### src/rtl/shift_sequencer_pkg.sv
// Shared types for the shift sequencer: FSM state encoding and direction codes.
package shift_ctrl_pkg;

    typedef enum logic [1:0] {
        IDLE  = 2'd0,
        LOAD  = 2'd1,
        SHIFT = 2'd2,
        DONE  = 2'd3
    } state_e;

    localparam logic DIR_LEFT  = 1'b1;
    localparam logic DIR_RIGHT = 1'b0;

endpackage

### src/rtl/shift_sequencer_if.sv
// Request/response handshake plus the control/feedback bus of the external shift register.
interface shift_sequencer_if #(
    parameter int unsigned N     = 16,
    parameter int unsigned AMT_W = $clog2(N)
) ();

    logic             req_valid;
    logic             req_ready;
    logic [N-1:0]     req_data;
    logic             req_dir;
    logic [AMT_W-1:0] req_amt;
    logic             req_fill;
    logic             req_rotate;

    logic             rsp_valid;
    logic             rsp_ready;
    logic [N-1:0]     rsp_data;

    logic             busy;

    logic [N-1:0]     sr_in;
    logic             sr_enable;
    logic             sr_direction;
    logic             sr_I;
    logic [N-1:0]     sr_out;

    // Requester and shift-register side.
    modport master (
        output req_valid, req_data, req_dir, req_amt, req_fill, req_rotate, rsp_ready, sr_out,
        input  req_ready, rsp_valid, rsp_data, busy, sr_in, sr_enable, sr_direction, sr_I
    );

    // Sequencer side.
    modport slave (
        input  req_valid, req_data, req_dir, req_amt, req_fill, req_rotate, rsp_ready, sr_out,
        output req_ready, rsp_valid, rsp_data, busy, sr_in, sr_enable, sr_direction, sr_I
    );

endinterface

### src/rtl/shift_sequencer_step_counter.sv
// Loadable down-counter counting SHIFT cycles; last_o is high while the count equals 1.
module shift_step_counter #(
    parameter int unsigned AMT_W = 4
) (
    input  logic             clk,
    input  logic             reset,
    input  logic             load_i,
    input  logic [AMT_W-1:0] load_val_i,
    input  logic             dec_i,
    output logic             last_o
);

    logic [AMT_W-1:0] count_q, count_d;
    logic             last_q;

    always_comb begin
        count_d = count_q;
        if (load_i) begin
            count_d = load_val_i;
        end else if (dec_i && (count_q != '0)) begin
            count_d = count_q - AMT_W'(1);
        end
    end

    // last is registered from the next count so it lines up with count_q.
    always_ff @(posedge clk) begin
        if (!reset) begin
            count_q <= '0;
            last_q  <= 1'b0;
        end else begin
            count_q <= count_d;
            last_q  <= (count_d == AMT_W'(1));
        end
    end

    assign last_o = last_q;

endmodule

### src/rtl/shift_sequencer.sv
// Multi-bit shift controller driving a 1-bit-per-cycle shift register: load, AMT shifts, respond.
// Optional rotate support is enabled by defining SHIFT_ROTATE_EN.
module shift_sequencer #(
    parameter int unsigned N     = 16,
    parameter int unsigned AMT_W = $clog2(N)
) (
    input  logic           clk,
    input  logic           reset,
    shift_sequencer_if.slave bus
);

    import shift_ctrl_pkg::*;

    state_e           state_q, state_d;
    logic [N-1:0]     data_q, data_d;
    logic             dir_q, dir_d;
    logic [AMT_W-1:0] amt_q, amt_d;
    logic             fill_q, fill_d;
`ifdef SHIFT_ROTATE_EN
    logic             rot_q, rot_d;
`else
    logic             unused_rotate;
    assign unused_rotate = bus.req_rotate;
`endif

    logic             req_ready_q, rsp_valid_q, busy_q, sr_enable_q, sr_direction_q;
    logic             cnt_load, cnt_dec, cnt_last;
    logic [N-1:0]     sr_in_c;
    logic             sr_i_c;

    shift_step_counter #(.AMT_W(AMT_W)) u_step_counter (
        .clk        (clk),
        .reset      (reset),
        .load_i     (cnt_load),
        .load_val_i (amt_q),
        .dec_i      (cnt_dec),
        .last_o     (cnt_last)
    );

    // Next state, request capture and shift-register datapath steering.
    always_comb begin
        state_d  = state_q;
        data_d   = data_q;
        dir_d    = dir_q;
        amt_d    = amt_q;
        fill_d   = fill_q;
`ifdef SHIFT_ROTATE_EN
        rot_d    = rot_q;
`endif
        cnt_load = 1'b0;
        cnt_dec  = 1'b0;
        sr_in_c  = '0;
        sr_i_c   = 1'b0;

        case (state_q)
            IDLE: begin
                if (bus.req_valid) begin
                    data_d  = bus.req_data;
                    dir_d   = bus.req_dir;
                    amt_d   = bus.req_amt;
                    fill_d  = bus.req_fill;
`ifdef SHIFT_ROTATE_EN
                    rot_d   = bus.req_rotate;
`endif
                    state_d = LOAD;
                end
            end
            LOAD: begin
                cnt_load = 1'b1;
                sr_in_c  = data_q;
                state_d  = (amt_q != '0) ? SHIFT : DONE;
            end
            SHIFT: begin
                cnt_dec = 1'b1;
                sr_in_c = bus.sr_out;
                sr_i_c  = fill_q;
`ifdef SHIFT_ROTATE_EN
                if (rot_q) begin
                    sr_i_c = (dir_q == DIR_LEFT) ? bus.sr_out[N-1] : bus.sr_out[0];
                end
`endif
                if (cnt_last) begin
                    state_d = DONE;
                end
            end
            DONE: begin
                sr_in_c = bus.sr_out;
                if (bus.rsp_ready) begin
                    state_d = IDLE;
                end
            end
            default: state_d = IDLE;
        endcase
    end

    // Status/control outputs are registered decodes of the next state.
    always_ff @(posedge clk) begin
        if (!reset) begin
            state_q        <= IDLE;
            data_q         <= '0;
            dir_q          <= DIR_RIGHT;
            amt_q          <= '0;
            fill_q         <= 1'b0;
`ifdef SHIFT_ROTATE_EN
            rot_q          <= 1'b0;
`endif
            req_ready_q    <= 1'b1;
            rsp_valid_q    <= 1'b0;
            busy_q         <= 1'b0;
            sr_enable_q    <= 1'b0;
            sr_direction_q <= DIR_RIGHT;
        end else begin
            state_q        <= state_d;
            data_q         <= data_d;
            dir_q          <= dir_d;
            amt_q          <= amt_d;
            fill_q         <= fill_d;
`ifdef SHIFT_ROTATE_EN
            rot_q          <= rot_d;
`endif
            req_ready_q    <= (state_d == IDLE);
            rsp_valid_q    <= (state_d == DONE);
            busy_q         <= (state_d != IDLE);
            sr_enable_q    <= (state_d == SHIFT);
            sr_direction_q <= (state_d == SHIFT) ? dir_d : DIR_RIGHT;
        end
    end

    assign bus.req_ready    = req_ready_q;
    assign bus.rsp_valid    = rsp_valid_q;
    assign bus.rsp_data     = bus.sr_out;
    assign bus.busy         = busy_q;
    assign bus.sr_in        = sr_in_c;
    assign bus.sr_enable    = sr_enable_q;
    assign bus.sr_direction = sr_direction_q;
    assign bus.sr_I         = sr_i_c;

endmodule

### src/flat_wrapper.sv
// flat-port wrapper written by rule: the top's interface ports become plain ports
module shift_sequencer_flat import shift_ctrl_pkg::*;
#(
    parameter int unsigned N     = 16,
    parameter int unsigned AMT_W = $clog2(N)
)
  (clk, reset, bus_req_valid, bus_req_data, bus_req_dir, bus_req_amt, bus_req_fill, bus_req_rotate, bus_rsp_ready, bus_sr_out, bus_req_ready, bus_rsp_valid, bus_rsp_data, bus_busy, bus_sr_in, bus_sr_enable, bus_sr_direction, bus_sr_I);
  shift_sequencer_if #(.N(N), .AMT_W(AMT_W)) bus_i ();
  input  logic clk;
  input  logic reset;
  input wire logic [$bits(bus_i.req_valid)-1:0] bus_req_valid;
  input wire logic [$bits(bus_i.req_data)-1:0] bus_req_data;
  input wire logic [$bits(bus_i.req_dir)-1:0] bus_req_dir;
  input wire logic [$bits(bus_i.req_amt)-1:0] bus_req_amt;
  input wire logic [$bits(bus_i.req_fill)-1:0] bus_req_fill;
  input wire logic [$bits(bus_i.req_rotate)-1:0] bus_req_rotate;
  input wire logic [$bits(bus_i.rsp_ready)-1:0] bus_rsp_ready;
  input wire logic [$bits(bus_i.sr_out)-1:0] bus_sr_out;
  output wire logic [$bits(bus_i.req_ready)-1:0] bus_req_ready;
  output wire logic [$bits(bus_i.rsp_valid)-1:0] bus_rsp_valid;
  output wire logic [$bits(bus_i.rsp_data)-1:0] bus_rsp_data;
  output wire logic [$bits(bus_i.busy)-1:0] bus_busy;
  output wire logic [$bits(bus_i.sr_in)-1:0] bus_sr_in;
  output wire logic [$bits(bus_i.sr_enable)-1:0] bus_sr_enable;
  output wire logic [$bits(bus_i.sr_direction)-1:0] bus_sr_direction;
  output wire logic [$bits(bus_i.sr_I)-1:0] bus_sr_I;
  assign bus_i.req_valid = bus_req_valid;
  assign bus_i.req_data = bus_req_data;
  assign bus_i.req_dir = bus_req_dir;
  assign bus_i.req_amt = bus_req_amt;
  assign bus_i.req_fill = bus_req_fill;
  assign bus_i.req_rotate = bus_req_rotate;
  assign bus_i.rsp_ready = bus_rsp_ready;
  assign bus_i.sr_out = bus_sr_out;
  assign bus_req_ready = bus_i.req_ready;
  assign bus_rsp_valid = bus_i.rsp_valid;
  assign bus_rsp_data = bus_i.rsp_data;
  assign bus_busy = bus_i.busy;
  assign bus_sr_in = bus_i.sr_in;
  assign bus_sr_enable = bus_i.sr_enable;
  assign bus_sr_direction = bus_i.sr_direction;
  assign bus_sr_I = bus_i.sr_I;
  shift_sequencer #(.N(N), .AMT_W(AMT_W)) u_core (.clk(clk), .reset(reset), .bus(bus_i));
endmodule
### config.mk
export PLATFORM = sky130hd
export DESIGN_NAME = shift_sequencer_flat
export DESIGN_NICKNAME = d
export VERILOG_FILES = /design/src/rtl/shift_sequencer_pkg.sv /design/src/rtl/shift_sequencer_if.sv /design/src/rtl/shift_sequencer_step_counter.sv /design/src/rtl/shift_sequencer.sv /design/src/flat_wrapper.sv
export SDC_FILE = /design/constraint.sdc
export NUM_CORES = 1
export LEC_CHECK = 0
export ABC_CLOCK_PERIOD_IN_PS = 4400
export CAP_MARGIN = 0
export CORE_ASPECT_RATIO = 0.9
export CORE_UTILIZATION = 43
export DETAILED_ROUTE_END_ITERATION = 10
export PLACE_DENSITY = 0.85
export SLEW_MARGIN = 20
export SYNTH_ARGS = -nofsm -noshare
export SYNTH_HDL_FRONTEND = slang
export SYNTH_SLANG_ARGS = --single-unit
### constraint.sdc
create_clock -name clk -period 4.4 [get_ports clk]
set_input_delay 0.88 -clock clk [delete_from_list [all_inputs] [get_ports clk]]
set_output_delay 0.88 -clock clk [all_outputs]
set_load 0.01 [all_outputs]
* After elaboration in Yosys (flattened, before gate mapping)
Cells that the tools add are included.
** Operators by class
- Muxes and demuxes :: 13
- Add/subtract/negate cells :: 1
- Equality and inequality tests :: 6
- Reductions and logical operators :: 9
** Operators with widths (number)
- 16-bit case mux with 2 select lines :: 1
- 2-bit == test, second input constant :: 4
- 4-bit two-way mux :: 2
- 2-bit case mux with 4 select lines :: 1
- 4-bit nonzero test :: 2
- 1-bit two-way mux :: 6
- 2-bit two-way mux :: 3
- 4-bit by 1-bit == test with 1-bit output, second input constant :: 1
- 2-bit zero test :: 2
- 2-bit AND reduction :: 2
- 4-bit by 1-bit subtractor with 4-bit output, second input constant :: 1
- 2-bit by 1-bit == test with 1-bit output, second input constant :: 1
- 2-bit nonzero test :: 1
- 2-bit OR reduction :: 1
- 1-bit logical AND :: 1
** Storage, ports and cells
- Word-level logic and storage cells :: 41
- Output and inout bits :: 38
- Bits in registers :: 34
- Input bits :: 43

* Logic depth before layout (Yosys ltp)
Gate-level depths: netlist of run 1.
- Word-level depth :: 6
- Mapped depth :: 6
- Depth with buffers taken out :: 6

* Cells and area by module
Synthesis of run 1 repeated with hierarchy kept, for this count alone.
** Unflattened totals
- Cells, all modules :: 204
- Area, all modules :: 1764.2 sq um
** Modules (own cells, without submodules)
- shift_sequencer :: instances 1, area an instance 1462.7 sq um, cells each 170, sequential area each 580.6 sq um
- shift_step_counter :: instances 1, area an instance 301.5 sq um, cells each 34, sequential area each 100.1 sq um

* Worst setup path after synthesis of run 1
Ideal clock, no wire load.
- Path kind :: flip-flop to output port
- From :: register u_core.state_q[0]
- To :: output bus_sr_in[0]
- Data required time :: 3520 ps
- Data arrival time :: 1510 ps
- Path buffers :: 3
- Slack :: 2010 ps
- Cell stages (with the launch flop) :: 6
- Cell sequence :: dfxtp_1 -> buf_2 -> buf_1 -> clkbuf_1 -> nand2_1 -> o21ai_0
** On the way
- Cells in the longest elaborated chain, start to end :: 3
- Elaborated cells between the ends (all ways) :: 5
- Classes of those cells :: eq/ne (3); mux (1); reduce/logical (1)
** Ends and longest elaborated chain
- start: declaration :: RTL line shift_sequencer.sv:14 : state_e state_q, state_d;
- start signal: assignment :: RTL line shift_sequencer.sv:113 : state_q <= state_d;
- 2-bit == test :: RTL line shift_sequencer.sv:55 : case (state_q)
- 2-bit OR reduction (no line)
- 16-bit case mux with 2 select lines * :: RTL line shift_sequencer.sv:55
- end: declaration :: RTL line flat_wrapper.sv:23 : output wire logic [$bits(bus_i.sr_in)-1:0] bus_sr_in;
Every way passes the cells marked *; elsewhere a longest branch is shown, timed or not.

* Worst setup path in the final report of run 1
- From :: register u_core.state_q[1]
- To :: output bus_sr_in[8]
The elaborated chain is that of the path after synthesis.

==> report_table.html, run 1 <==
<table>
<tr><th>Metric</th><th>Value</th></tr>
<tr><th colspan="2">Outcome</th></tr>
<tr><td>Result of the run</td><td>finished, final reports clean</td></tr>
<tr><th colspan="2">STA</th></tr>
<tr><td>Measured slew at the worst slew-check pin</td><td>0.850 ns</td></tr>
<tr><td>Minimum clock period after layout</td><td>3.10 ns</td></tr>
<tr><td>RSZ-0062 raised after global routing</td><td>false</td></tr>
<tr><td>Final sum of negative setup slack</td><td>0 ns</td></tr>
<tr><td>Setup clock skew after layout</td><td>0.00877 ns</td></tr>
<tr><td>Worst-case headroom to the max-slew limit</td><td>0.434</td></tr>
<tr><td>Final Slew Violations</td><td>0</td></tr>
<tr><td>Setup Viol. Count Final</td><td>0</td></tr>
<tr><td>Achievable frequency</td><td>0.323 GHz</td></tr>
<tr><td>Number of endpoints with negative hold slack in the final report</td><td>0</td></tr>
<tr><td>Ratio of final minimum period to clock period</td><td>0.704</td></tr>
<tr><th colspan="2">Synth</th></tr>
<tr><td>Cell with the most instances after synthesis</td><td>nand2_1</td></tr>
<tr><td>FFs w/ async S/R, synth</td><td>0</td></tr>
<tr><td>Post-synth EDFFs</td><td>0</td></tr>
<tr><td>Fraction of synthesized cell area taken by the top area cell type</td><td>0.407</td></tr>
<tr><td>Biggest area consumer among synthesized cells</td><td>dfxtp_1</td></tr>
<tr><td>Post-synthesis instance area</td><td>0.00167 mm2</td></tr>
<tr><td>Net count of the mapped netlist</td><td>273</td></tr>
<tr><td>Post-synthesis sequential area ratio</td><td>0.407</td></tr>
<tr><td>Yosys reg bits</td><td>34</td></tr>
<tr><td>Number of warning messages in the yosys log</td><td>0</td></tr>
<tr><td>Commonest cells post-synth</td><td>nand2_1 (79), dfxtp_1 (34), a21oi_1 (25)</td></tr>
<tr><td>Instance count of the mapped netlist</td><td>229</td></tr>
<tr><td>Ranking of synthesized cells by area</td><td>dfxtp_1 (41%), nand2_1 (18%), a21oi_1 (7.5%)</td></tr>
<tr><td>Most common flop cell mapped by yosys</td><td>dfxtp_1</td></tr>
<tr><td>Number of distinct standard cells referenced by the synthesized netlist</td><td>32</td></tr>
<tr><td>Synth Area per Inst</td><td>7.31 um2</td></tr>
<tr><th colspan="2">Clock tree</th></tr>
<tr><td>Hold buffer count at cts</td><td>0</td></tr>
<tr><td>Clock slew seen by the registers of the worst setup and hold paths</td><td>0.07 ns</td></tr>
<tr><td>Sinks on the clock net</td><td>34</td></tr>
<tr><td>CTS tree</td><td>built</td></tr>
<tr><td>Count of instances resized after the clock tree is built</td><td>0</td></tr>
<tr><td>CTS Buf Count</td><td>5</td></tr>
<tr><td>Clock Tree Buf Depth</td><td>2</td></tr>
<tr><td>Clock root cell</td><td>clkbuf_8</td></tr>
<tr><td>CTS H-tree lvls</td><td>2</td></tr>
<tr><td>Latest clock arrival within the worst-skew pair</td><td>0.28 ns</td></tr>
<tr><td>Setup Fix Bufs, Post-CTS</td><td>0</td></tr>
<tr><th colspan="2">Setup path</th></tr>
<tr><td>Startpoint types</td><td>register</td></tr>
<tr><td>R2R setup slack</td><td>2.02 ns</td></tr>
<tr><td>Arrival time reported for the critical path endpoint</td><td>2.22 ns</td></tr>
<tr><td>Required time of the critical path</td><td>3.52 ns</td></tr>
<tr><td>Crit path max fanout</td><td>25</td></tr>
<tr><td>Nature of the critical path endpoint</td><td>primary output</td></tr>
<tr><td>Type of the worst setup path</td><td>reg -&gt; out</td></tr>
<tr><th colspan="2">Drt</th></tr>
<tr><td>Total DRC errors in the routed layout</td><td>0</td></tr>
<tr><td>WL/cell</td><td>11.9 um</td></tr>
<tr><td>Remaining number of nets flagged by the antenna check after routing</td><td>0</td></tr>
<tr><td>Total length of routed wires</td><td>3.96 mm</td></tr>
<tr><td>Detailed-route via count</td><td>1625</td></tr>
<tr><td>Violation count after the first detailed-routing iteration</td><td>84</td></tr>
<tr><td>First-pass detailed-route iteration total</td><td>4</td></tr>
<tr><td>Vias per Instance</td><td>4.88</td></tr>
<tr><th colspan="2">Finish</th></tr>
<tr><td>Ratio of cells with drive above 1 in the final layout</td><td>0.0488</td></tr>
<tr><td>Synth-to-layout area growth</td><td>46.4%</td></tr>
<tr><td>Total Nets Final</td><td>330</td></tr>
<tr><td>Count of fill cells added during filler insertion</td><td>350</td></tr>
<tr><td>Post-route insts no fill</td><td>333</td></tr>
<tr><td>Diode insertion count for antenna repair</td><td>0</td></tr>
<tr><th colspan="2">Placed design</th></tr>
<tr><td>Number of port buffers</td><td>79</td></tr>
<tr><td>Placed Instances</td><td>325</td></tr>
<tr><td>Post-DP HPWL</td><td>2.73 mm</td></tr>
<tr><td>Weighted congestion reported at the end of routability-driven placement</td><td>0.862</td></tr>
<tr><th colspan="2">Die</th></tr>
<tr><td>Area of the core region</td><td>0.00373 mm2</td></tr>
<tr><td>Die width</td><td>67.7 um</td></tr>
<tr><td>Die outline height</td><td>61.2 um</td></tr>
<tr><td>Area enclosed by the die boundary</td><td>0.00414 mm2</td></tr>
<tr><td>Initial core utilization</td><td>0.448</td></tr>
<tr><td>I/O pin total</td><td>81</td></tr>
<tr><td>Standard-cell rows</td><td>21</td></tr>
<tr><th colspan="2">GRT</th></tr>
<tr><td>Initial antenna violation count</td><td>0</td></tr>
<tr><td>Vias in the first global route</td><td>1482</td></tr>
<tr><td>Maximum number of pins on one net before global-route repair</td><td>35</td></tr>
<tr><td>Total global routing overflow</td><td>0</td></tr>
<tr><td>Wire length of the first global-routing pass</td><td>6.48 mm</td></tr>
<tr><td>GRT Resource Usage Total</td><td>0.213</td></tr>
<tr><th colspan="2">Power</th></tr>
<tr><td>Reported leakage power</td><td>0.923 nW</td></tr>
<tr><td>Peak supply drop</td><td>0.227 mV</td></tr>
<tr><td>Overall Power</td><td>0.833 mW</td></tr>
<tr><td>Power per cell area</td><td>340 mW/mm2</td></tr>
<tr><th colspan="2">Job</th></tr>
<tr><td>Reported max-cap violation count</td><td>0</td></tr>
<tr><th colspan="2">Worst hold path</th></tr>
<tr><td>Worst hold-check path type</td><td>reg -&gt; reg</td></tr>
</table>
==> per-stage QoR <==
stage	util	instance area (um2)	setup slack [ns]	hold WS [ns]
floorplan	-	1670	2.01	0.437
global placement	0.632	2360	1.45	0.443
detailed placement	0.632	2360	1.43	0.447
CTS	0.657	2450	1.28	0.458
global route	0.657	2450	1.09	0.479
finish	0.657	2450	1.30	0.453
==> routing by layer <==
| metal | track usage | share of wire | up-vias |
|---|---|---|---|
| met5 | 0 | 0 | - |
| met4 | 0.0912 | 0.015 | 0 |
| met3 | 0.0463 | 0.056 | 6 |
| met2 | 0.380 | 0.48 | 53 |
| met1 | 0.244 | 0.45 | 718 |
| li1 | - | - | 848 |
==> where the power goes <==
part	leakage, nW	internal [mW]	switching (mW)
Sequential	0.279	0.338	0.0225
Combinational	0.596	0.127	0.112
Clock	0.0482	0.126	0.107
==> layout by cell type, fill, tap and decap left out, types with 2 or more instances in the layout <==
cell | Yosys | routed
nor2_1 | 5 | 5
inv_1 | 6 | 6
nand3b_1 | 2 | 2
nor2b_1 | 2 | 2
clkdlybuf4s50_1 | 0 | 79
mux2i_1 | 2 | 2
a21oi_1 | 25 | 25
mux2_2 | 2 | 2
clkbuf_8 | 0 | 6
nand3_1 | 2 | 2
o21ai_0 | 18 | 18
and2_1 | 4 | 4
nor3b_1 | 2 | 2
dfxtp_1 | 34 | 34
nand2_1 | 79 | 79
buf_4 | 16 | 2
==> worst max-delay path, cell delays in order, from the launching register on <==
cell	delay, ns
dfxtp_1	0.83
buf_4	0.37
nand2_1	0.07
o21ai_0	0.09
clkdlybuf4s50_1	0.57
==> path summary, 6_finish.rpt <==
path,start,end,depth (start not counted)
min reg2reg,u_core.data_q[9],u_core.data_q[9],2
max,u_core.state_q[1],bus_sr_in[8],4
max reg2reg,u_core.state_q[1],u_core.dir_q,5
min,u_core.data_q[9],u_core.data_q[9],2
==> cell families after synthesis <==
family	share of synthesized area
adders and majority gates	0.00748
and+or+nand+nor	0.273
muxes	0.0389
DFF	0.407
AOI/OAI and AO/OA	0.154
buffers and inverters	0.120
==> layout make-up <==
class                      instances  area [um2]  share of cell area
clock inverter                     1        5.00             0.00204
clock buffer                       7        86.3              0.0352
multi-input combinational        158         792               0.323
timing repair buffer              81         806               0.329
sequential                        34         681               0.278
tap                               46        57.6              0.0235
inverter                           6        22.5             0.00919
==> flip-flops by register name, indices dropped and copies added (netlist names) <==
name / count
u_core.bus.busy: 1
u_core.bus.sr_enable: 1
u_core.data_q: 16
u_core.fill_q: 1
u_core.amt_q: 4
u_core.bus.sr_direction: 1
u_core.bus.req_ready: 1
u_core.state_q: 2
u_core.u_step_counter.count_q: 4
u_core.dir_q: 1
u_core.bus.rsp_valid: 1
u_core.u_step_counter.last_o: 1
Note: power is estimated with default switching activity, not from simulation.
==> run 2: changes to the inputs <==
--- a/config.mk
+++ b/config.mk
@@ -5,12 +5,12 @@
 export SDC_FILE = /design/constraint.sdc
 export NUM_CORES = 1
 export LEC_CHECK = 0
-export ABC_CLOCK_PERIOD_IN_PS = 4400
+export ABC_CLOCK_PERIOD_IN_PS = 3000
 export CAP_MARGIN = 0
 export CORE_ASPECT_RATIO = 0.9
-export CORE_UTILIZATION = 43
+export CORE_UTILIZATION = 40
 export DETAILED_ROUTE_END_ITERATION = 10
-export PLACE_DENSITY = 0.85
+export PLACE_DENSITY = 0.8
 export SLEW_MARGIN = 20
 export SYNTH_ARGS = -nofsm -noshare
 export SYNTH_HDL_FRONTEND = slang
==> constraint.sdc (replaced) <==
create_clock -name clk -period 3 [get_ports clk]
set_input_delay 0.6 -clock clk [delete_from_list [all_inputs] [get_ports clk]]
set_output_delay 0.6 -clock clk [all_outputs]
set_load 0.01 [all_outputs]
==> run 2 against run 1 <==
Against the previous run:
- non-clock buffer count is 1 higher
- critical path depth is 1 lower
- total power is 46% higher
- largest cell class unchanged
- largest power group unchanged
==> report_table.html, run 2 (same netlist as run 1, synthesis figures left out) <==
<table>
<tr><th>Metric</th><th>Value</th></tr>
<tr><th colspan="2">Finish</th></tr>
<tr><td>Diode insertion count for antenna repair</td><td>0</td></tr>
<tr><td>Total Nets Final</td><td>331</td></tr>
<tr><td>Leading registers by flop count</td><td>u_core.data_q (16), u_core.amt_q (4), u_core.u_step_counter.count_q (4)</td></tr>
<tr><td>Post-route insts no fill</td><td>334</td></tr>
<tr><td>Register bank with the most flops</td><td>u_core.data_q</td></tr>
<tr><td>Number of flip-flops under the largest register name</td><td>16</td></tr>
<tr><td>Layout Utilization</td><td>0.636</td></tr>
<tr><td>Synth-to-layout area growth</td><td>46.9%</td></tr>
<tr><td>Highest-count cells in the layout ignoring fill and taps</td><td>nand2_1 (79), clkdlybuf4s50_1 (79), dfxtp_1 (34), a21oi_1 (25), o21ai_0 (18)</td></tr>
<tr><td>Ratio of cells with drive above 1 in the final layout</td><td>0.0521</td></tr>
<tr><th colspan="2">STA</th></tr>
<tr><td>Setup clock skew after layout</td><td>0.00250 ns</td></tr>
<tr><td>Setup Viol. Count Final</td><td>0</td></tr>
<tr><td>Ratio of final minimum period to clock period</td><td>0.837</td></tr>
<tr><td>Achievable frequency</td><td>0.398 GHz</td></tr>
<tr><td>Minimum clock period after layout</td><td>2.51 ns</td></tr>
<tr><td>Final Slew Violations</td><td>0</td></tr>
<tr><td>Measured slew at the worst slew-check pin</td><td>0.770 ns</td></tr>
<tr><td>Worst-case headroom to the max-slew limit</td><td>0.487</td></tr>
<tr><td>RSZ-0062 raised after global routing</td><td>false</td></tr>
<tr><td>Number of endpoints with negative hold slack in the final report</td><td>0</td></tr>
<tr><td>Final sum of negative setup slack</td><td>0 ns</td></tr>
<tr><th colspan="2">Clock tree</th></tr>
<tr><td>Hold buffer count at cts</td><td>0</td></tr>
<tr><td>Setup Fix Bufs, Post-CTS</td><td>0</td></tr>
<tr><td>Clock Tree Buf Depth</td><td>2</td></tr>
<tr><td>Sinks on the clock net</td><td>34</td></tr>
<tr><td>CTS Buf Count</td><td>5</td></tr>
<tr><td>Clock root cell</td><td>clkbuf_8</td></tr>
<tr><td>Latest clock arrival within the worst-skew pair</td><td>0.28 ns</td></tr>
<tr><td>CTS H-tree lvls</td><td>2</td></tr>
<tr><td>Clock slew seen by the registers of the worst setup and hold paths</td><td>0.06 ns</td></tr>
<tr><td>Count of instances resized after the clock tree is built</td><td>0</td></tr>
<tr><td>CTS tree</td><td>built</td></tr>
<tr><th colspan="2">Setup path</th></tr>
<tr><td>Buffers &amp; Inverters on Critical Path</td><td>1</td></tr>
<tr><td>Cell type of the slowest stage on the worst timing path</td><td>dfxtp_1</td></tr>
<tr><td>R2R setup slack</td><td>0.83 ns</td></tr>
<tr><td>Family with the most delay on the worst path</td><td>flip-flops</td></tr>
<tr><td>Startpoint types</td><td>register</td></tr>
<tr><td>Nature of the critical path endpoint</td><td>primary output</td></tr>
<tr><td>Crit path max fanout</td><td>19</td></tr>
<tr><td>Arrival time reported for the critical path endpoint</td><td>1.91 ns</td></tr>
<tr><td>Type of the worst setup path</td><td>reg -&gt; out</td></tr>
<tr><td>Crit path cell chain</td><td>nand2_1 &gt; o21ai_0 &gt; clkdlybuf4s50_1</td></tr>
<tr><td>Maximum single-stage delay on the critical path</td><td>0.74 ns</td></tr>
<tr><td>Number of gates on the worst path with buffers counted</td><td>3</td></tr>
<tr><td>Worst reg-to-reg path cell count</td><td>5</td></tr>
<tr><td>Required time of the critical path</td><td>2.40 ns</td></tr>
<tr><th colspan="2">GRT</th></tr>
<tr><td>Total global routing overflow</td><td>0</td></tr>
<tr><td>Met1 track utilization from global routing</td><td>0.215</td></tr>
<tr><td>Vias in the first global route</td><td>1539</td></tr>
<tr><td>GRT Resource Usage Total</td><td>0.182</td></tr>
<tr><td>Met2 capacity usage during global routing</td><td>0.311</td></tr>
<tr><td>Met3 usage in global routing</td><td>0.0512</td></tr>
<tr><td>Initial antenna violation count</td><td>0</td></tr>
<tr><td>Busiest metal layer after global routing</td><td>met2</td></tr>
<tr><td>Wire length of the first global-routing pass</td><td>6.53 mm</td></tr>
<tr><td>Maximum number of pins on one net before global-route repair</td><td>49</td></tr>
<tr><th colspan="2">Drt</th></tr>
<tr><td>First-pass detailed-route iteration total</td><td>4</td></tr>
<tr><td>WL/cell</td><td>11.5 um</td></tr>
<tr><td>Violation count after the first detailed-routing iteration</td><td>85</td></tr>
<tr><td>Remaining number of nets flagged by the antenna check after routing</td><td>0</td></tr>
<tr><td>Vias per Instance</td><td>4.91</td></tr>
<tr><td>Detailed-route via count</td><td>1640</td></tr>
<tr><td>Total length of routed wires</td><td>3.84 mm</td></tr>
<tr><td>Total DRC errors in the routed layout</td><td>0</td></tr>
<tr><th colspan="2">Outcome</th></tr>
<tr><td>Result of the run</td><td>finished, final reports clean</td></tr>
<tr><th colspan="2">Worst hold path</th></tr>
<tr><td>Depth of the worst hold-timing path</td><td>2</td></tr>
<tr><td>Worst hold-check path type</td><td>reg -&gt; reg</td></tr>
<tr><th colspan="2">Die</th></tr>
<tr><td>Standard-cell rows</td><td>21</td></tr>
<tr><td>I/O pin total</td><td>81</td></tr>
<tr><td>Area enclosed by the die boundary</td><td>0.00444 mm2</td></tr>
<tr><td>Initial core utilization</td><td>0.433</td></tr>
<tr><td>Area of the core region</td><td>0.00386 mm2</td></tr>
<tr><td>Die outline height</td><td>63.4 um</td></tr>
<tr><td>Die width</td><td>70.2 um</td></tr>
<tr><th colspan="2">Power</th></tr>
<tr><td>Peak supply drop</td><td>0.330 mV</td></tr>
<tr><td>Power per cell area</td><td>495 mW/mm2</td></tr>
<tr><td>Reported leakage power</td><td>0.928 nW</td></tr>
<tr><th colspan="2">Placed design</th></tr>
<tr><td>Post-DP HPWL</td><td>2.73 mm</td></tr>
<tr><td>Weighted congestion reported at the end of routability-driven placement</td><td>0.889</td></tr>
<tr><td>Placed Instances</td><td>326</td></tr>
<tr><td>Number of port buffers</td><td>79</td></tr>
<tr><th colspan="2">Job</th></tr>
<tr><td>Reported max-cap violation count</td><td>0</td></tr>
</table>
-- run 2: metrics by stage --
stage / setup WS (ns) / hold slack [ns] / area (um2) / power, mW
final: 0.489 / 0.456 / 2460 / 1.22
after floorplan: 0.890 / 0.437 / 1670 / 0.733
after global placement: 0.625 / 0.442 / 2370 / 0.883
after global routing: 0.286 / 0.485 / 2460 / 1.29
after CTS: 0.447 / 0.457 / 2460 / 1.23
after detailed placement: 0.610 / 0.448 / 2370 / 0.891
-- run 2: layout make-up --
class	count	area [um2]
Multi-Input combinational cell	158	792
Clock buffer	7	86.3
Fill cell	361	1410
Sequential cell	34	681
Timing Repair Buffer	82	813
Tap cell	46	57.6
Clock inverter	1	5.00
Inverter	6	22.5
-- run 2: worst paths after layout --
kind | startpoint | end
setup / recovery | u_core.state_q[0] | bus_sr_in[10]
hold / removal | u_core.data_q[6] | u_core.data_q[6]
setup reg to reg | u_core.state_q[0] | u_core.bus.sr_direction
hold reg to reg | u_core.data_q[6] | u_core.data_q[6]
-- run 2: power breakdown --
group          leakage (nW)  internal (mW)  switching, mW
logic                 0.600          0.187          0.163
clock network        0.0482          0.185          0.152
registers             0.279          0.496         0.0323
total                 0.928          0.869          0.347
-- run 2: worst reg2reg max path, stage by stage (launching register included) --
cell,delay (ns)
dfxtp_1,0.51
buf_4,0.31
nor2_1,0.19
and2_1,0.66
mux2i_1,0.31
nor2b_1,0.07
-- run 2: metal layers --
layer  share of wire  wire [um]
met3           0.065        251
met5               0          0
met4           0.013         48
met2            0.48       1830
met1            0.45       1710
==> run 3: changes to the inputs <==
--- a/config.mk
+++ b/config.mk
@@ -5,12 +5,12 @@
 export SDC_FILE = /design/constraint.sdc
 export NUM_CORES = 1
 export LEC_CHECK = 0
-export ABC_CLOCK_PERIOD_IN_PS = 3000
+export ABC_CLOCK_PERIOD_IN_PS = 2050
 export CAP_MARGIN = 0
 export CORE_ASPECT_RATIO = 0.9
-export CORE_UTILIZATION = 40
+export CORE_UTILIZATION = 36
 export DETAILED_ROUTE_END_ITERATION = 10
-export PLACE_DENSITY = 0.8
+export PLACE_DENSITY = 0.76
 export SLEW_MARGIN = 20
 export SYNTH_ARGS = -nofsm -noshare
 export SYNTH_HDL_FRONTEND = slang
==> constraint.sdc (replaced) <==
create_clock -name clk -period 2.05 [get_ports clk]
set_input_delay 0.41 -clock clk [delete_from_list [all_inputs] [get_ports clk]]
set_output_delay 0.41 -clock clk [all_outputs]
set_load 0.01 [all_outputs]
==> run 3 against run 2 <==
Against the previous run:
- first-iteration DRC count up 22%
- critical path depth increased by 1
- combinational power up 61%
- clock-buffer cell count shrank 2
- clock skew up 0.0017 ns
==> report_table.html, run 3 (same netlist as run 1, synthesis figures left out) <==
<table>
<tr><th>Metric</th><th>Value</th></tr>
<tr><th colspan="2">Die</th></tr>
<tr><td>Die width</td><td>73.9 um</td></tr>
<tr><td>Standard-cell rows</td><td>23</td></tr>
<tr><td>I/O pin total</td><td>81</td></tr>
<tr><td>Area of the core region</td><td>0.00446 mm2</td></tr>
<tr><td>Die outline height</td><td>66.7 um</td></tr>
<tr><td>Area enclosed by the die boundary</td><td>0.00492 mm2</td></tr>
<tr><td>Initial core utilization</td><td>0.375</td></tr>
<tr><th colspan="2">Power</th></tr>
<tr><td>Peak supply drop</td><td>0.350 mV</td></tr>
<tr><td>Power per cell area</td><td>689 mW/mm2</td></tr>
<tr><td>Reported leakage power</td><td>1.19 nW</td></tr>
<tr><th colspan="2">Setup path</th></tr>
<tr><td>R2R setup slack</td><td>0.21 ns</td></tr>
<tr><td>Family with the most delay on the worst path</td><td>buffers and inverters</td></tr>
<tr><td>Worst reg-to-reg path cell count</td><td>5</td></tr>
<tr><td>Cell type of the slowest stage on the worst timing path</td><td>clkdlybuf4s50_1</td></tr>
<tr><td>Startpoint types</td><td>register</td></tr>
<tr><td>Required time of the critical path</td><td>1.64 ns</td></tr>
<tr><td>Origin of the critical flop-to-flop path</td><td>u_core.state_q[0]</td></tr>
<tr><td>Nature of the critical path endpoint</td><td>primary output</td></tr>
<tr><td>Maximum single-stage delay on the critical path</td><td>0.55 ns</td></tr>
<tr><td>Type of the worst setup path</td><td>reg -&gt; out</td></tr>
<tr><td>Reg-to-Reg End</td><td>u_core.u_step_counter.count_q[3]</td></tr>
<tr><td>Crit path max fanout</td><td>14</td></tr>
<tr><td>Buffers &amp; Inverters on Critical Path</td><td>3</td></tr>
<tr><td>Arrival time reported for the critical path endpoint</td><td>1.55 ns</td></tr>
<tr><td>Crit path cell chain</td><td>buf_6 &gt; buf_4 &gt; nor2_1 &gt; clkdlybuf4s50_1</td></tr>
<tr><th colspan="2">Job</th></tr>
<tr><td>Reported max-cap violation count</td><td>0</td></tr>
<tr><th colspan="2">GRT</th></tr>
<tr><td>Vias in the first global route</td><td>1499</td></tr>
<tr><td>Initial antenna violation count</td><td>0</td></tr>
<tr><td>Wire length of the first global-routing pass</td><td>6.67 mm</td></tr>
<tr><td>Total global routing overflow</td><td>0</td></tr>
<tr><td>Maximum number of pins on one net before global-route repair</td><td>49</td></tr>
<tr><td>GRT Resource Usage Total</td><td>0.180</td></tr>
<tr><th colspan="2">Clock tree</th></tr>
<tr><td>Hold buffer count at cts</td><td>0</td></tr>
<tr><td>CTS tree</td><td>built</td></tr>
<tr><td>Sinks on the clock net</td><td>34</td></tr>
<tr><td>CTS Buf Count</td><td>5</td></tr>
<tr><td>CTS H-tree lvls</td><td>2</td></tr>
<tr><td>Clock slew seen by the registers of the worst setup and hold paths</td><td>0.07 ns</td></tr>
<tr><td>Clock Tree Buf Depth</td><td>2</td></tr>
<tr><td>Clock root cell</td><td>clkbuf_8</td></tr>
<tr><td>Latest clock arrival within the worst-skew pair</td><td>0.28 ns</td></tr>
<tr><th colspan="2">Drt</th></tr>
<tr><td>Remaining number of nets flagged by the antenna check after routing</td><td>0</td></tr>
<tr><td>WL/cell</td><td>12.1 um</td></tr>
<tr><td>Total DRC errors in the routed layout</td><td>0</td></tr>
<tr><td>Vias per Instance</td><td>4.73</td></tr>
<tr><td>First-pass detailed-route iteration total</td><td>4</td></tr>
<tr><td>Detailed-route via count</td><td>1687</td></tr>
<tr><td>Total length of routed wires</td><td>4.33 mm</td></tr>
<tr><td>Violation count after the first detailed-routing iteration</td><td>104</td></tr>
<tr><th colspan="2">STA</th></tr>
<tr><td>Setup clock skew after layout</td><td>0.00416 ns</td></tr>
<tr><td>Worst-case headroom to the max-slew limit</td><td>0.734</td></tr>
<tr><td>Minimum clock period after layout</td><td>1.96 ns</td></tr>
<tr><td>Setup slack after layout</td><td>0.0930 ns</td></tr>
<tr><td>Setup Viol. Count Final</td><td>0</td></tr>
<tr><td>Number of endpoints with negative hold slack in the final report</td><td>0</td></tr>
<tr><td>Measured slew at the worst slew-check pin</td><td>0.397 ns</td></tr>
<tr><td>Ratio of final minimum period to clock period</td><td>0.955</td></tr>
<tr><td>Achievable frequency</td><td>0.511 GHz</td></tr>
<tr><td>Final sum of negative setup slack</td><td>0 ns</td></tr>
<tr><td>Final Slew Violations</td><td>0</td></tr>
<tr><td>RSZ-0062 raised after global routing</td><td>false</td></tr>
<tr><th colspan="2">Worst hold path</th></tr>
<tr><td>Depth of the worst hold-timing path</td><td>2</td></tr>
<tr><td>Hold path start</td><td>u_core.data_q[7]</td></tr>
<tr><td>Worst hold-check path type</td><td>reg -&gt; reg</td></tr>
<tr><td>Sink of the worst hold path</td><td>u_core.data_q[7]</td></tr>
<tr><th colspan="2">Placed design</th></tr>
<tr><td>Weighted congestion reported at the end of routability-driven placement</td><td>0.768</td></tr>
<tr><td>Post-DP HPWL</td><td>3.06 mm</td></tr>
<tr><td>Number of port buffers</td><td>79</td></tr>
<tr><td>Placed Instances</td><td>347</td></tr>
<tr><td>Dpl ws</td><td>0.0132 ns</td></tr>
<tr><th colspan="2">Finish</th></tr>
<tr><td>Number of flip-flops under the largest register name</td><td>16</td></tr>
<tr><td>Diode insertion count for antenna repair</td><td>0</td></tr>
<tr><td>Post-route insts no fill</td><td>357</td></tr>
<tr><td>Ratio of cells with drive above 1 in the final layout</td><td>0.0814</td></tr>
<tr><td>Synth-to-layout area growth</td><td>54.5%</td></tr>
<tr><td>Leading registers by flop count</td><td>u_core.data_q (16), u_core.amt_q (4), u_core.u_step_counter.count_q (4)</td></tr>
<tr><td>Register bank with the most flops</td><td>u_core.data_q</td></tr>
<tr><td>Highest-count cells in the layout ignoring fill and taps</td><td>nand2_1 (79), clkdlybuf4s50_1 (63), dfxtp_1 (33), a21oi_1 (25), o21ai_0 (18)</td></tr>
<tr><td>Most common cell after layout, fill and taps aside</td><td>nand2_1</td></tr>
<tr><td>Total Nets Final</td><td>339</td></tr>
<tr><th colspan="2">Outcome</th></tr>
<tr><td>Result of the run</td><td>finished, final reports clean</td></tr>
</table>
[run 3: cell count changes in the layout (fill, tap and decap cells not counted), sizes merged]
cell and delta:
buf +7, dlygate4sd2 +4, clkdlybuf4s50 -16, dlymetal6s2s +12, clkinv +1, clkbuf -1
[run 3: worst max-delay path by stage]
stage | from | to | slack (ns) | cells past startpoint
6_report | u_core.state_q[0] | bus_sr_I | 0.09 | 4
4_1_cts | u_core.state_q[0] | bus_sr_in[2] | 0.005 | 4
2_1_floorplan | u_core.state_q[0] | bus_sr_in[0] | 0.13 | 5
3_3_place_gp | bus_sr_out[13] | bus_sr_in[13] | 0.01 | 4
5_1_grt | u_core.state_q[0] | bus_sr_I | 0.01 | 4
3_5_place_dp | bus_sr_out[5] | bus_sr_in[5] | 0.01 | 4
[run 3: cell type report]
class	instances	area, um2
well taps	62	77.6
repair buffers	90	932
fillers	426	1880
clock inverters	2	10.0
clock buffers	5	68.8
inverters	6	22.5
multi-input cells	158	792
flip-flops and latches	34	682
[run 3: metal layers]
metal | GRT usage | share of wire | vias to the layer above
met3 | 0.0484 | 0.060 | 5
met1 | 0.216 | 0.44 | 758
li1 | - | - | 871
met4 | 0.0649 | 0.011 | 0
met5 | 0 | 0 | -
met2 | 0.306 | 0.48 | 53
[run 3: worst min-delay path, delay by kind of cell (launching register included)]
family	cells	cell delay, ns
flops	1	0.31
simple gates	1	0.05
compound gates	1	0.05
[run 3: where the power goes]
group | switching [mW] | internal (mW)
Sequential | 0.0393 | 0.727
Combinational | 0.261 | 0.302
Clock | 0.224 | 0.227
[run 3: per-stage QoR]
step	utilization	hold WS, ns	power [mW]	area, um2
after floorplan	-	0.437	1.07	1670
after global placement	0.546	0.443	1.32	2440
after detailed placement	0.546	0.447	1.33	2440
after CTS	0.564	0.456	1.79	2510
after global routing	0.580	0.470	1.89	2580
final	0.580	0.456	1.78	2580
[run 3: what timing repair did]
action / in CTS / in global routing
setup buffers: 0 / 2
endpoints found under the setup margin: 6 / 13
resized for setup: 5 / 13
gates cloned: 0 / 1
